### src/rtl/reg_write_arbiter.sv
// Round-robin write arbiter in front of one shared enabled D register.
// Define ARB_FIXED_PRIO_EN to switch to fixed priority (lowest index wins).
module reg_write_arbiter #(
    parameter int WIDTH = 4,
    parameter int NREQ  = 3
) (
    input  logic                    Clk,
    input  logic                    reset,
    input  logic [NREQ-1:0]         req,
    input  logic [NREQ*WIDTH-1:0]   D_bus,
    output logic [NREQ-1:0]         ack,
    output logic                    enable,
    output logic [WIDTH-1:0]        D_out,
    output logic [1:0]              owner,
    output logic                    busy,
    output logic [WIDTH-1:0]        Q
);

    typedef enum logic [1:0] {
        IDLE  = 2'b00,
        WRITE = 2'b01,
        DONE  = 2'b10
    } state_t;

    state_t             state_r;
    state_t             next_state_s;
    logic               found_s;
    logic [1:0]         winner_s;
    logic [WIDTH-1:0]   win_data_s;
    logic [1:0]         owner_r;
    logic [WIDTH-1:0]   d_out_r;
    logic [WIDTH-1:0]   q_r;
    logic [NREQ-1:0]    ack_s;
    logic               enable_s;
    logic               busy_s;

`ifdef ARB_FIXED_PRIO_EN
    // Winner search: lowest requesting index.
    always_comb begin
        found_s  = 1'b0;
        winner_s = 2'd0;
        for (int i = 0; i < NREQ; i++) begin
            if (!found_s && req[i]) begin
                found_s  = 1'b1;
                winner_s = 2'(i);
            end else begin
                found_s  = found_s;
            end
        end
    end
`else
    logic [1:0] last_r;
    logic [2:0] idx_s;

    // Winner search: first request strictly after last, wrapping modulo NREQ.
    always_comb begin
        found_s  = 1'b0;
        winner_s = 2'd0;
        idx_s    = 3'd0;
        for (int k = 1; k <= NREQ; k++) begin
            idx_s = {1'b0, last_r} + 3'(k);
            if (idx_s >= 3'(NREQ)) begin
                idx_s = idx_s - 3'(NREQ);
            end else begin
                idx_s = idx_s;
            end
            if (!found_s && req[idx_s[1:0]]) begin
                found_s  = 1'b1;
                winner_s = idx_s[1:0];
            end else begin
                found_s  = found_s;
            end
        end
    end
`endif

    // Select the winner's data slice.
    always_comb begin
        win_data_s = {WIDTH{1'b0}};
        for (int i = 0; i < NREQ; i++) begin
            if (winner_s == 2'(i)) begin
                win_data_s = D_bus[i*WIDTH +: WIDTH];
            end else begin
                win_data_s = win_data_s;
            end
        end
    end

    // State register.
    always_ff @(posedge Clk or negedge reset) begin
        if (!reset) begin
            state_r <= IDLE;
        end else begin
            state_r <= next_state_s;
        end
    end

    // Next-state logic.
    always_comb begin
        next_state_s = IDLE;
        case (state_r)
            IDLE:    next_state_s = found_s ? WRITE : IDLE;
            WRITE:   next_state_s = DONE;
            DONE:    next_state_s = IDLE;
            default: next_state_s = IDLE;
        endcase
    end

    // Grant capture, shared register write and round-robin pointer update.
    always_ff @(posedge Clk or negedge reset) begin
        if (!reset) begin
            owner_r <= 2'd0;
            d_out_r <= {WIDTH{1'b0}};
            q_r     <= {WIDTH{1'b0}};
`ifndef ARB_FIXED_PRIO_EN
            last_r  <= 2'(NREQ - 1);
`endif
        end else begin
            case (state_r)
                IDLE: begin
                    if (found_s) begin
                        owner_r <= winner_s;
                        d_out_r <= win_data_s;
                    end else begin
                        owner_r <= owner_r;
                    end
                end
                WRITE: q_r <= d_out_r;
                DONE: begin
`ifndef ARB_FIXED_PRIO_EN
                    last_r <= owner_r;
`endif
                end
                default: q_r <= q_r;
            endcase
        end
    end

    // State-decoded handshake outputs.
    always_comb begin
        ack_s    = {NREQ{1'b0}};
        enable_s = (state_r == WRITE);
        busy_s   = (state_r != IDLE);
        if (state_r == DONE) begin
            ack_s[owner_r] = 1'b1;
        end else begin
            ack_s = {NREQ{1'b0}};
        end
    end

    assign ack    = ack_s;
    assign enable = enable_s;
    assign busy   = busy_s;
    assign D_out  = d_out_r;
    assign owner  = owner_r;
    assign Q      = q_r;

endmodule

### config.mk
export PLATFORM = sky130hd
export DESIGN_NAME = reg_write_arbiter
export DESIGN_NICKNAME = d
export VERILOG_FILES = /design/src/rtl/reg_write_arbiter.sv
export SDC_FILE = /design/constraint.sdc
export NUM_CORES = 1
export LEC_CHECK = 0
export CORE_MARGIN = 2
export CORE_UTILIZATION = 42
export DETAILED_ROUTE_END_ITERATION = 7
export PLACE_DENSITY = 0.77
export SYNTH_ARGS = -nofsm -noshare
export SYNTH_HDL_FRONTEND = slang
export SYNTH_SLANG_ARGS = --single-unit
### constraint.sdc
create_clock -name Clk -period 2.55 [get_ports Clk]
set_clock_uncertainty 0.15 [all_clocks]
set_input_delay 0.6375 -clock Clk [delete_from_list [all_inputs] [get_ports Clk]]
set_output_delay 0.6375 -clock Clk [all_outputs]
set_load 0.05 [all_outputs]
# --- After elaboration in Yosys (flattened, before gate mapping) ---
# Index checks and enable logic that the tools add are counted.
totals:
  in_bits: 17
  ff_bits: 14
op_classes:
  n_addsub: 6
  reduce_logical: 9
  order_cmp: 8
  muxes: 23
  eq_ne: 4
op_table:
  columns: ["cell", "n"]
  rows:
  - ["< comparator 2 x 3 -> 1 bit (second input constant)", 4]
  - ["2-to-1 mux 2 bit", 6]
  - ["2-to-1 mux 4 bit", 3]
  - [">= comparator 3 x 2 -> 1 bit (second input constant)", 3]
  - ["2-to-1 mux 1 bit", 8]
  - ["adder 2 x 2 -> 3 bit (second input constant)", 2]
  - ["binary-select mux 1 bit (select 2 bit)", 3]
  - ["subtractor 2 bit (second input constant)", 3]
  - ["== test 2 x 1 -> 1 bit (second input constant)", 2]
  - ["== test 2 bit (second input constant)", 2]
  - ["logical NOT 2 bit", 2]
  - ["case mux 2 bit (2 select lines)", 1]
  - ["adder 2 x 1 -> 3 bit (second input constant)", 1]
  - ["logical AND 1 bit", 3]
  - ["2-to-1 mux 3 bit", 1]
  - ["demux 1 bit (select 2 bit)", 1]
  - [">= comparator 2 x 1 -> 1 bit (second input constant)", 1]
  - ["logical NOT 1 bit", 2]
  - ["AND reduction 2 bit", 1]
  - ["nonzero test 2 bit", 1]

# --- Logic depth before layout (Yosys ltp) ---
# Gate-level depths: netlist of the first run.
depth:
  word_depth: 16
  depth_mapped: 9

# --- Least setup slack after synthesis of the first run ---
# OpenSTA, ideal clock, no wires.
synth_timing:
  kind: "register -> output"
  start: "register owner_r[0] (netlist: owner[0])"
  end: "output ack[1]"
  required_ps: 1762
  arrival_ps: 1892
  n_path_buf: 0
  path_stages_with_launch: 2
  setup_slack_ps: -129
  cell_sequence: "dfrtp_1 > nor3b_1"
synth_via:
  elab_chain_len: 5
  word_cells_on_any_way: 6
  cone_classes: "order compare (2); mux (3); reduce/logical (1)"
synth_lines:
  columns: ["item", "line", "source"]
  rows:
  - ["start, declared", "30", "logic [1:0] owner_r;"]
  - ["start signal, assigned", "122", "owner_r <= winner_s;"]
  - ["start signal, assigned", "125", "owner_r <= owner_r;"]
  - ["< comparator 2 x 3 -> 1 bit (implied by the code) / >= comparator 2 x 1 -> 1 bit (equally long branches)", "145", "ack_s[owner_r] = 1'b1;"]
  - ["logical AND 1 bit (implied by the code)", "145", null]
  - ["2-to-1 mux 1 bit (implied by the code)", "145", null]
  - ["demux 1 bit (select 2 bit) (*)", "145", null]
  - ["2-to-1 mux 3 bit (*)", "144", "if (state_r == DONE) begin"]
  - ["end, declared", "11", "output logic [NREQ-1:0] ack,"]
# Mark *: on every way between the ends. The rest lies on a longest branch, timed or not.

# --- Worst setup path after layout of the first run ---
layout_timing:
  start: "register last_r[1]"
  end: "register d_out_r[3] (netlist: D_out[3])"
layout_via:
  elab_chain_len: 16
  word_cells_on_any_way: 35
  cone_classes: "add/sub (6); order compare (3); eq/ne (2); mux (18); reduce/logical (6)"
layout_lines:
  columns: ["item", "line", "source"]
  rows:
  - ["start, declared", "52", "logic [1:0] last_r;"]
  - ["start signal, assigned", "116", "last_r <= 2'(NREQ - 1);"]
  - ["start signal, assigned", "131", "last_r <= owner_r;"]
  - ["adder 2 x 1 -> 3 bit", "61", "idx_s = {1'b0, last_r} + 3'(k);"]
  - [">= comparator 3 x 2 -> 1 bit / subtractor 2 bit (equally long branches)", "62, 63", null]
  - ["2-to-1 mux 2 bit", "62", "if (idx_s >= 3'(NREQ)) begin"]
  - ["binary-select mux 1 bit (select 2 bit)", "67", "if (!found_s && req[idx_s[1:0]]) begin"]
  - ["2-to-1 mux 1 bit (implied by the code)", "67", null]
  - ["2-to-1 mux 1 bit", "67", null]
  - ["logical NOT 1 bit", "67", null]
  - ["logical AND 1 bit", "67", null]
  - ["2-to-1 mux 1 bit", "67", null]
  - ["logical NOT 1 bit", "67", null]
  - ["logical AND 1 bit", "67", null]
  - ["2-to-1 mux 2 bit", "67", null]
  - ["logical NOT 2 bit", "81", "if (winner_s == 2'(i)) begin"]
  - ["2-to-1 mux 4 bit (3 in series)", "81", null]
  - ["end signal, assigned", "113", "d_out_r <= {WIDTH{1'b0}};"]
  - ["end signal, assigned", "123", "d_out_r <= win_data_s;"]
  - ["end, declared", "31", "logic [WIDTH-1:0] d_out_r;"]
# Parallel ways exist; a longest one is shown, timed or not. The select of a mux whose other input is x is not followed.
# A chain may end at the register's enable or synchronous reset.

==> reports/metrics.csv, run 1 <==
metric,value,unit
worstMarginPinSlew,586,ps
synthArstFlopShare,100,%
clock_sinks,14,
netlist.area_leader.share,38.7,%
cts-buffers-inserted,3,
crit_fanout,8,
critPathBufInv,2,
drive_gt1_share,20.7,%
cts-root-buf,clkbuf_4,
arrival,2370,ps
ys_warn_count,0,
antenna_cells,0,
dieHeight,48.7,um
insertion_delay,270,ps
placed_area,1190,um^2
finalHoldViolCount,0,
synth.distinct_cells,32,
wl_per_cell,13.4,um
crit_chain,inv_1 > ha_4 > inv_4 > or4b_4 > and2_4 > a32oi_1 > a31oi_1,
postLayoutCoreUtil,64.8,%
detail_route.first_pass.iterations,4,
synth_fp_nets,106,
fin_nets,142,
cp_slowest_cell,dfstp_2,
cp-start-kind,flop,
crit_type,flop to flop,
ys_seq_area_share,41.9,%
rsz0062_at_grt,no,
timing.slew.headroom,60.8,%
hold_class,flop to flop,
timing.final.crit_share,94.0,%
vias,797,
syn_to_final_growth,48.4,%
cp-end-kind,flop,
wirelength,1.98,mm
ioPinCount,32,
dp_hpwl,1.61,mm
syn-cell-area,840,um^2
antenna_found_initial,0,
clkTransAtPathRegs,80,ps
final_cells,148,
die_area,2370,um^2
synth-edff-count,0,
yosysMostFrequentCell,dfrtp_1,
drv_slew,0,
die_x,48.7,um
antenna_left,0,
grt_max_degree,15,
cts_tree,built,
cap_violations,0,
netlist_top_cells_count,"dfrtp_1, nor2_1, o21ai_0",
status,"finished, final reports clean",
drt_iter0_drc,12,
synth_ff_type,dfrtp_1,
vias_per_cell,5.39,
core_area,1920,um^2
cp.required,2530,ps
ys_ff_latch,14,
grt_pass1_vias,704,
hold_buffers,0,
grt-ovfl-total,0,
avgSynthCellArea,9.76,um^2
htreeDepth,1,
cts_buffer_depth,2,
fmax,417,MHz
grt_usage,17.9,%
drcViolationCount,0,
synth_area_leader_cell,dfrtp_1,
syn_inst,86,
fin_area,1250,um^2
synthTopCellsByArea,"dfrtp_1, mux2_2, o21ai_0",
setup_viol,0,
port_buffers,31,
place_congestion,0.823,
dp_cells,144,
start_util,43.7,%
crit_family,simple AND/OR/NAND/NOR gates,
period_needed,2400,ps
num_rows,16,
grt_pass1_wl,3.26,mm
max_stage_delay,550,ps
[cell families after synthesis]
kind of cell / count (synthesis) / synth area share (%)
compound gates: 27 / 22.2
simple gates: 27 / 17.3
flops: 14 / 41.9
buf+inv: 8 / 4.92
mux: 7 / 9.24
fa+ha+maj: 3 / 4.47
[flip-flops by register name (all words and copies together), names as in the netlist]
name and count:
state_r 2, D_out 4, Q 4, last_r 2
owner 2
[path summary, 6_finish.rpt]
| kind | from | cells past startpoint | end | slack (ps) |
|---|---|---|---|---|
| hold reg to reg | Q[0] | 1 | Q[0] | 360 |
| setup reg to reg | last_r[1] | 7 | D_out[3] | 150 |
| setup / recovery | last_r[1] | 7 | D_out[3] | 150 |
| max in group asynchronous | reset | 1 | Q[3] | 1290 |
| hold / removal | Q[0] | 1 | Q[0] | 360 |
| min in group asynchronous | reset | 1 | state_r[0] | 580 |
[metal layers]
layer	vias to the layer above	track usage, %	wire length, um
li1	389	-	-
met1	381	22.4	880
met2	23	30.4	1000
met3	4	2.16	70
met4	0	8.57	29
met5	-	0	0
[metrics by stage]
stage          setup TNS [ps]  worst slack [ps]  hold WS (ps)
6_report                    0               153           360
5_1_grt                     0              88.2           392
4_1_cts                     0              17.8           364
3_5_place_dp             -446              -136           346
3_3_place_gp                0              28.9           338
2_1_floorplan            -259              -129           192
[layout by cell type (no fill, tap or decap), drive strengths merged, types with 2 or more instances in the layout]
| master | count |
|---|---|
| clkbuf | 4 |
| ha | 3 |
| clkdlybuf4s50 | 26 |
| a32oi | 4 |
| nor2b | 5 |
| o21ai | 8 |
| inv | 5 |
| a31oi | 6 |
| mux2 | 6 |
| nand2 | 4 |
| nor2 | 9 |
| buf | 7 |
| nor3 | 2 |
| dfrtp | 13 |
| nor3b | 2 |
[repair_timing]
item,4_1_cts,5_1_grt
gates resized for setup,1,3
endpoints found under the setup margin,1,7
setup buffers,0,0
[cell type report]
type	count	area [um^2]
timing repair buffer	34	338
sequential	14	352
inverter	5	21.3
multi-input combinational	64	465
tap	27	33.8
clock buffer	4	36.3
fill	173	676
Power of run 1 is left out: the tool's default activity adds up to more than one toggle a clock period on the data nets, which glitch-free logic cannot reach.
==> run 2: changes to the inputs <==
--- a/config.mk
+++ b/config.mk
@@ -9,6 +9,8 @@
 export CORE_UTILIZATION = 42
 export DETAILED_ROUTE_END_ITERATION = 7
 export PLACE_DENSITY = 0.77
+export SKIP_CTS_REPAIR_TIMING = 1
 export SYNTH_ARGS = -nofsm -noshare
 export SYNTH_HDL_FRONTEND = slang
 export SYNTH_SLANG_ARGS = --single-unit
+export TNS_END_PERCENT = 10
==> results of run 2 <==
Final layout, timing and power as in run 1 (identical DEF).
Main changes from that run: wire length of the first global-routing pass 3260 um -> 3250 um; overall routing resource usage 17.9% -> 17.8%; met1 usage 22.4% -> 22.2%
Power of run 2 is left out for the same reason.
